==> src/rtl/dmem_arbiter.sv <==
// Round-robin arbiter sharing one dmem port between the CPU (M0) and SIMD unit (M1).
// Load responses return in order, steered by a FIFO of grant IDs.
module dmem_arbiter #(
   parameter int MAX_OUTST = 2,
   parameter bit M0_FIRST  = 1'b1
) (
   input  logic        clk,
   input  logic        reset,
   input  logic [31:0] m0_req_addr,
   input  logic [31:0] m0_req_wdata,
   input  logic [3:0]  m0_req_wmask,
   input  logic        m0_req_write,
   input  logic        m0_req_valid,
   output logic        m0_req_ready,
   output logic        m0_resp_valid,
   input  logic        m0_resp_ready,
   output logic [31:0] m0_resp_rdata,
   input  logic [31:0] m1_req_addr,
   input  logic [31:0] m1_req_wdata,
   input  logic [3:0]  m1_req_wmask,
   input  logic        m1_req_write,
   input  logic        m1_req_valid,
   output logic        m1_req_ready,
   output logic        m1_resp_valid,
   input  logic        m1_resp_ready,
   output logic [31:0] m1_resp_rdata,
   output logic [31:0] s_req_addr,
   output logic [31:0] s_req_wdata,
   output logic [3:0]  s_req_wmask,
   output logic        s_req_write,
   output logic        s_req_valid,
   input  logic        s_req_ready,
   input  logic        s_resp_valid,
   output logic        s_resp_ready,
   input  logic [31:0] s_resp_rdata,
   output logic        resp_err
);

   localparam int PW    = (MAX_OUTST > 1) ? $clog2(MAX_OUTST) : 1;
   localparam int CW    = $clog2(MAX_OUTST + 1);
   localparam int DEPTH = 2 ** PW;

   logic             lock_q, lock_d;
   logic             lock_id_q, lock_id_d;
   logic             prio_q, prio_d;
   logic [DEPTH-1:0] mem_q, mem_d;
   logic [PW-1:0]    wptr_q, wptr_d;
   logic [PW-1:0]    rptr_q, rptr_d;
   logic [CW-1:0]    cnt_q, cnt_d;
   logic             err_q, err_d;

   logic gnt, gv, gw, stall, hs, push, pop, empty, head;

   always_comb begin
      gnt = prio_q;
      if (lock_q)
         gnt = lock_id_q;
      else if (m0_req_valid && !m1_req_valid)
         gnt = 1'b0;
      else if (m1_req_valid && !m0_req_valid)
         gnt = 1'b1;

      gv = gnt ? m1_req_valid : m0_req_valid;
      gw = gnt ? m1_req_write : m0_req_write;
      s_req_addr  = gnt ? m1_req_addr  : m0_req_addr;
      s_req_wdata = gnt ? m1_req_wdata : m0_req_wdata;
      s_req_wmask = gnt ? m1_req_wmask : m0_req_wmask;
      s_req_write = gw;

      // stall uses the pre-pop count, so a same-cycle pop never unstalls
      stall = gv && !gw && (cnt_q >= CW'(MAX_OUTST));
      s_req_valid  = gv && !stall && !reset;
      m0_req_ready = !gnt && s_req_ready && !stall && !reset;
      m1_req_ready =  gnt && s_req_ready && !stall && !reset;
      hs = s_req_valid && s_req_ready;

      empty = (cnt_q == '0);
      head  = mem_q[rptr_q];
      m0_resp_valid = 1'b0;
      m1_resp_valid = 1'b0;
      m0_resp_rdata = '0;
      m1_resp_rdata = '0;
      s_resp_ready  = 1'b0;
      if (reset) begin
         s_resp_ready = 1'b0;
      end else if (empty) begin
         s_resp_ready = 1'b1;
      end else if (head) begin
         m1_resp_valid = s_resp_valid;
         m1_resp_rdata = s_resp_rdata;
         s_resp_ready  = m1_resp_ready;
      end else begin
         m0_resp_valid = s_resp_valid;
         m0_resp_rdata = s_resp_rdata;
         s_resp_ready  = m0_resp_ready;
      end

      push = hs && !gw;
      pop  = s_resp_valid && s_resp_ready && !empty;

      lock_d    = s_req_valid && !s_req_ready;
      lock_id_d = gnt;
      prio_d    = hs ? ~gnt : prio_q;

      mem_d  = mem_q;
      wptr_d = wptr_q;
      rptr_d = rptr_q;
      cnt_d  = cnt_q;
      if (push) begin
         mem_d[wptr_q] = gnt;
         wptr_d = (wptr_q == PW'(MAX_OUTST - 1)) ? '0 : wptr_q + PW'(1);
      end
      if (pop)
         rptr_d = (rptr_q == PW'(MAX_OUTST - 1)) ? '0 : rptr_q + PW'(1);
      if (push && !pop)
         cnt_d = cnt_q + CW'(1);
      else if (pop && !push)
         cnt_d = cnt_q - CW'(1);

      err_d = err_q || (s_resp_valid && empty && !reset);
   end

   assign resp_err = err_q;

   always_ff @(posedge clk or posedge reset) begin
      if (reset) begin
         lock_q    <= 1'b0;
         lock_id_q <= 1'b0;
         prio_q    <= ~M0_FIRST;
         mem_q     <= '0;
         wptr_q    <= '0;
         rptr_q    <= '0;
         cnt_q     <= '0;
         err_q     <= 1'b0;
      end else begin
         lock_q    <= lock_d;
         lock_id_q <= lock_id_d;
         prio_q    <= prio_d;
         mem_q     <= mem_d;
         wptr_q    <= wptr_d;
         rptr_q    <= rptr_d;
         cnt_q     <= cnt_d;
         err_q     <= err_d;
      end
   end

endmodule

==> config.mk <==
export PLATFORM = sky130hd
export DESIGN_NAME = dmem_arbiter
export DESIGN_NICKNAME = d
export VERILOG_FILES = /design/src/rtl/dmem_arbiter.sv
export SDC_FILE = /design/constraint.sdc
export NUM_CORES = 1
export LEC_CHECK = 0
export CORE_AREA = 4 4 123 125
export CTS_BUF_LIST = sky130_fd_sc_hd__clkbuf_4 sky130_fd_sc_hd__clkbuf_8
export DETAILED_ROUTE_END_ITERATION = 12
export DIE_AREA = 0 0 127 129
export GPL_TIMING_DRIVEN = 0
export SLEW_MARGIN = 0
export SYNTH_ARGS = -nofsm -noshare
export SYNTH_HDL_FRONTEND = slang
export SYNTH_SLANG_ARGS = --single-unit
==> constraint.sdc <==
create_clock -name clk -period 1.98 [get_ports clk]
set_clock_uncertainty 0.1 [all_clocks]
set_input_delay 0.297 -clock clk [delete_from_list [all_inputs] [get_ports clk]]
set_output_delay 0.297 -clock clk [all_outputs]
set_load 0.01 [all_outputs]
Word level (Yosys, flattened, before mapping)
Cells that the tools add are included.
{"block": "classes", "n_addsub": 4, "order_cmp": 4, "n_mux": 32, "bitwise": 1, "reduce_logical": 35}
{"cell": "32-bit two-way mux", "count": 8}
{"cell": "1-bit logical AND", "count": 22}
{"cell": "1-bit two-way mux", "count": 19}
{"cell": "1-bit zero test", "count": 10}
{"cell": "1-bit by 2-bit less-than comparator with 1-bit output, second input constant", "count": 2}
{"cell": "2-bit two-way mux", "count": 2}
{"cell": "4-bit two-way mux", "count": 1}
{"cell": "1-bit adder, second input constant", "count": 2}
{"cell": "2-bit by 1-bit adder with 2-bit output, second input constant", "count": 1}
{"cell": "2-bit bitwise mux", "count": 1}
{"cell": "2-bit greater-or-equal comparator, second input constant", "count": 1}
{"cell": "2-bit zero test", "count": 1}
{"cell": "2-bit nonzero test", "count": 1}
{"cell": "2-bit by 1-bit subtractor with 2-bit output, second input constant", "count": 1}
{"cell": "1-bit demux with 1-bit select", "count": 1}
{"cell": "1-bit greater-or-equal comparator, second input constant", "count": 1}
{"cell": "1-bit logical OR", "count": 1}
{"cell": "1-bit NOT", "count": 1}
{"block": "totals", "ff_bits": 10, "out_inout_bits": 140, "word_cells": 84}

Longest topological paths before layout
Gate-level depths: netlist of the first run.
{"block": "depth", "depth_word": 18, "depth_mapped": 8, "ltp_nobuf": 8}

Least setup slack after synthesis of the first run
No wires, ideal clock.
{"block": "synth_timing", "path_kind": "register -> register", "from": "register rptr_q", "to": "register cnt_q[1]", "t_arrival_ns": 1.813, "t_required_ns": 1.801, "slack_ns": -0.012, "path_stages_with_launch": 8, "path_buffers": 0, "period_less_slack_ns": 1.992, "cell_sequence": "dfrtp_1 -> mux2i_1 -> mux2i_1 -> or4b_4 -> ha_1 -> xor2_1 -> nor2_1 -> xor2_1"}
{"block": "synth_between", "elab_chain_len": 10, "elab_cells_between_ends": 12, "cone_classes": "6 x mux; 6 x reduce/logical"}
{"item": "start: declaration", "line": "48", "text": "logic [PW-1:0] rptr_q, rptr_d;"}
{"item": "start signal: assignment", "line": "141", "text": "rptr_q <= rptr_d;"}
{"item": "1-bit two-way mux (not written as such) (*) (2 in series)", "line": "78", "text": "head = mem_q[rptr_q];"}
{"item": "1-bit two-way mux (*)", "line": "88", "text": "end else if (head) begin"}
{"item": "1-bit two-way mux (*)", "line": "86", "text": "end else if (empty) begin"}
{"item": "1-bit two-way mux (*)", "line": "84", "text": "if (reset) begin"}
{"item": "1-bit logical AND (*) (2 in series)", "line": "99", "text": "pop = s_resp_valid && s_resp_ready && !empty;"}
{"item": "1-bit zero test", "line": "115", "text": "if (push && !pop)"}
{"item": "1-bit logical AND", "line": "115"}
{"item": "2-bit two-way mux or 2-bit nonzero test (tied branches)"}
{"item": "end signal: assignment", "line": "142", "text": "cnt_q <= cnt_d;"}
{"item": "end: declaration", "line": "49", "text": "logic [CW-1:0] cnt_q, cnt_d;"}
Mark *: on every way between the ends. The rest lies on a longest branch, timed or not. The select of a mux whose other input is x is not followed.
A chain may end at the register's enable or synchronous reset.

Worst setup path after layout of the first run
{"block": "layout_timing", "from": "register prio_q", "to": "output s_req_addr[17]"}
{"block": "layout_between", "elab_chain_len": 4}
{"item": "start: declaration", "line": "45", "text": "logic prio_q, prio_d;"}
{"item": "start signal: assignment", "line": "129", "text": "prio_q <= ~M0_FIRST;"}
{"item": "start signal: assignment", "line": "138", "text": "prio_q <= prio_d;"}
{"item": "1-bit two-way mux", "line": "60", "text": "else if (m1_req_valid && !m0_req_valid)"}
{"item": "1-bit two-way mux", "line": "58", "text": "else if (m0_req_valid && !m1_req_valid)"}
{"item": "1-bit two-way mux", "line": "56", "text": "if (lock_q)"}
{"item": "32-bit two-way mux", "line": "65", "text": "s_req_addr = gnt ? m1_req_addr : m0_req_addr;"}
{"item": "end: declaration", "line": "27", "text": "output logic [31:0] s_req_addr,"}
No other way between the ends.

==> results of run 1 <==
-- registers in the layout, indices dropped and copies added (netlist names) --
name	cells
cnt_q	2
mem_q	2
lock_id_q	1
lock_q	1
prio_q	1
resp_err	1
rptr_q	1
wptr_q	1
-- path summary, 6_finish.rpt --
kind / depth (start not counted) / to / slack, ns / startpoint
max reg2reg: 8 / cnt_q[1] / -0.23 / rptr_q
min reg2reg: 1 / resp_err / 0.39 / resp_err
min: 3 / cnt_q[0] / 0.26 / reset
min in group clk: 1 / resp_err / 0.39 / resp_err
max: 7 / s_req_addr[17] / -0.30 / prio_q
max in group asynchronous: 3 / lock_q / 1.35 / reset
-- per-layer routing --
layer	track usage (%)	up-vias	share of wire, %
li1	-	1497	-
met2	38.1	201	52
met4	2.65	10	1.3
met3	10.7	20	13
met1	19.9	1566	33
met5	0	-	0.32
-- synthesized netlist by cell type --
| cell type | number |
|---|---|
| a211oi_1 | 1 |
| a21boi_1 | 1 |
| a21oi_1 | 2 |
| a31o_2 | 1 |
| a31oi_4 | 1 |
| and2_1 | 68 |
| and3_1 | 2 |
| buf_2 | 1 |
| buf_4 | 1 |
| buf_6 | 6 |
| clkbuf_1 | 6 |
| dfrtp_1 | 10 |
| ha_1 | 1 |
| inv_1 | 6 |
| mux2_2 | 69 |
| mux2_4 | 1 |
| mux2i_1 | 3 |
| nand2_1 | 2 |
| nand3_1 | 1 |
| nand3b_1 | 2 |
| nand4bb_1 | 1 |
| nor2_1 | 4 |
| nor2b_1 | 2 |
| nor3_1 | 3 |
| nor3b_1 | 1 |
| nor4_1 | 1 |
| nor4b_4 | 1 |
| o211ai_1 | 1 |
| o21ai_0 | 1 |
| o2bb2ai_1 | 1 |
| o31ai_2 | 1 |
| or3_4 | 1 |
| or4b_4 | 1 |
| xnor2_1 | 2 |
| xor2_1 | 3 |
-- cell type report --
type,count,share of cell area (%)
tap,180,3.36
inverter,6,0.392
antenna,5,0.187
timing repair buffer,383,59.0
buffer,9,2.09
clock buffer,3,0.617
multi-input combinational,179,30.6
sequential,10,3.77
-- worst register-to-register path: stages (launching register included) --
cell     delay (ns)
dfrtp_1        0.42
mux2i_4        0.23
buf_6          0.14
mux2i_4        0.18
or4b_4         0.51
ha_4           0.18
xor2_2         0.14
nor2_2         0.10
xor2_1         0.14
-- metrics by stage --
step	setup TNS (ns)	cells	total power, mW	cell area (µm²)
2_1_floorplan	0	209	2.09	1930
3_3_place_gp	-147.64	706	4.14	5330
3_5_place_dp	-149.13	706	4.14	5330
4_1_cts	-27.35	770	6.03	6290
5_1_grt	-32.18	773	6.85	6690
6_report	-24.23	775	6.54	6700
-- power by group --
group	total (mW)	switching [mW]	internal, mW
Clock	0.204	0.0716	0.132
Sequential	0.418	0.123	0.294
Combinational	5.92	2.22	3.70
-- logic make-up (layout without fill, tap and decap cells) --
logic type	after synthesis	count (layout)	synth area share (%)
compound gates	10	10	4.62
mux	73	73	42.7
other cells	0	5	0
simple gates	90	90	30.2
buf+inv	20	401	6.50
xor+xnor	5	5	2.28
flops	10	10	13.0
fa+ha+maj	1	1	0.650
-- timing repair --
action                     in CTS  in global routing
hold buffers                    0                  0
setup endpoints to repair     142                144
pin swaps                      25                 16
gates resized for setup       770                143
gates cloned                   11                  0
setup buffers                  51                 14
==> impl_metrics.env, run 1 <==
export IMPL_status="complete, but fails checks"
export IMPL_violations="negative setup slack"
export IMPL_critical_path_max_stage_delay_ns=0.38
export IMPL_hold_ws_ns=0.263
export IMPL_drcViolationCount=0
export IMPL_multi_input_area_um2=2050
export IMPL_coreArea_um2=13900
export IMPL_start_util_pct=13.9
export IMPL_port_buffers=317
export IMPL_die_x_um=127
export IMPL_wl_per_cell_um=23.8
export IMPL_required_ns=1.58
export IMPL_finalCoreUtilization_pct=48.2
export IMPL_vias=3294
export IMPL_clock_path_buffers=2
export IMPL_antenna_found_initial=9
export IMPL_dr_pass1_iters=4
export IMPL_hpwlAfterDp_um=13800
export IMPL_avgSynthCellArea_um2=9.21
export IMPL_seqCellArea_um2=253
export IMPL_layout_commonest_cell="clkdlybuf4s50_1"
export IMPL_hold_class="primary input to asynchronous set/reset pin"
export IMPL_synth_area_leaders="mux2_2 (40%), and2_1 (22%), dfrtp_1 (13%)"
export IMPL_drv_cap=0
export IMPL_crit_type="flop to output pin"
export IMPL_ys_seq_area_share_pct=13.0
export IMPL_ant_nets=0
export IMPL_drt_vias_per_instance=4.25
export IMPL_cp_buffers_inverters=4
export IMPL_finalMaxSlewViolations=0
export IMPL_setup_viol=139
export IMPL_clk_pin_slew_ns=0.05
export IMPL_rsz0062_at_grt="true"
export IMPL_crit_slowest_cell="dfrtp_1"
export IMPL_final_cell_mix="clkdlybuf4s50_1 (174), buf_6 (152), and2_4 (64)"
export IMPL_crit_family="buffers and inverters"
export IMPL_drtIter0Drc=54
export IMPL_cts_buffers=3
export IMPL_grt_ovfl_total=0
export IMPL_htree_levels=1
export IMPL_syn_area_um2=1920
export IMPL_n_fill_cell=1243
export IMPL_synth_top_area_share_pct=40.4
export IMPL_end_kind="output pin"
export IMPL_path_cells="nor2_2, o31ai_2, buf_4, buf_12, buf_8, mux2_2, buf_2"
export IMPL_yosysWarnings=0
export IMPL_rows=43
export IMPL_worst_pin_slew_ns=0.319
export IMPL_grt_max_degree=13
export IMPL_io_pins=318
export IMPL_yosys_register_bits=10
export IMPL_pre_cts_slack_ns=-1.28
export IMPL_grt_usage_pct=20.1
export IMPL_grt_pass1_vias=3732
export IMPL_die_area_um2=16400
export IMPL_cts_tree="yes"
export IMPL_fin_crit_sh_pct=115
export IMPL_period_needed_ns=2.28
export IMPL_cts_sinks=10
export IMPL_place_gp_congestion=0.858
export IMPL_synth_top_area_cell="mux2_2"
export IMPL_synthDistinctLibCells=35
export IMPL_die_y_um=129
export IMPL_p_leak_nw=3.05
export IMPL_power_density_nw_per_um2=977
export IMPL_hold_violations=0
export IMPL_area_delta_synth_final_pct=248
export IMPL_crit_fanout=10
export IMPL_synth_nets=388
export IMPL_max_vdd_ir_drop_mv=0.575
export IMPL_arrival_ns=1.88
export IMPL_fmax_mhz=439
export IMPL_synth_cells=209
export IMPL_routed_wl_um=18500
export IMPL_cts_root_buf="clkbuf_8"
export IMPL_grt_pass1_wl_um=24600
export IMPL_clock_latency_ns=0.23
export IMPL_nNetsFinal=771
export IMPL_post_route_cells_drive_above_1_share_pct=63.6
export IMPL_setup_ws_ns=-0.297
export IMPL_critical_path_startpoint_type="flop"
export IMPL_max_slew_margin_pct=78.8
(Power assumes the default switching activity.)
==> inputs of run 2 (changes only) <==
- CTS_BUF_LIST: sky130_fd_sc_hd__clkbuf_4 sky130_fd_sc_hd__clkbuf_8 -> sky130_fd_sc_hd__clkbuf_8
==> results of run 2 <==
Same layout as run 1: the final DEF is identical, and so are final timing and power.
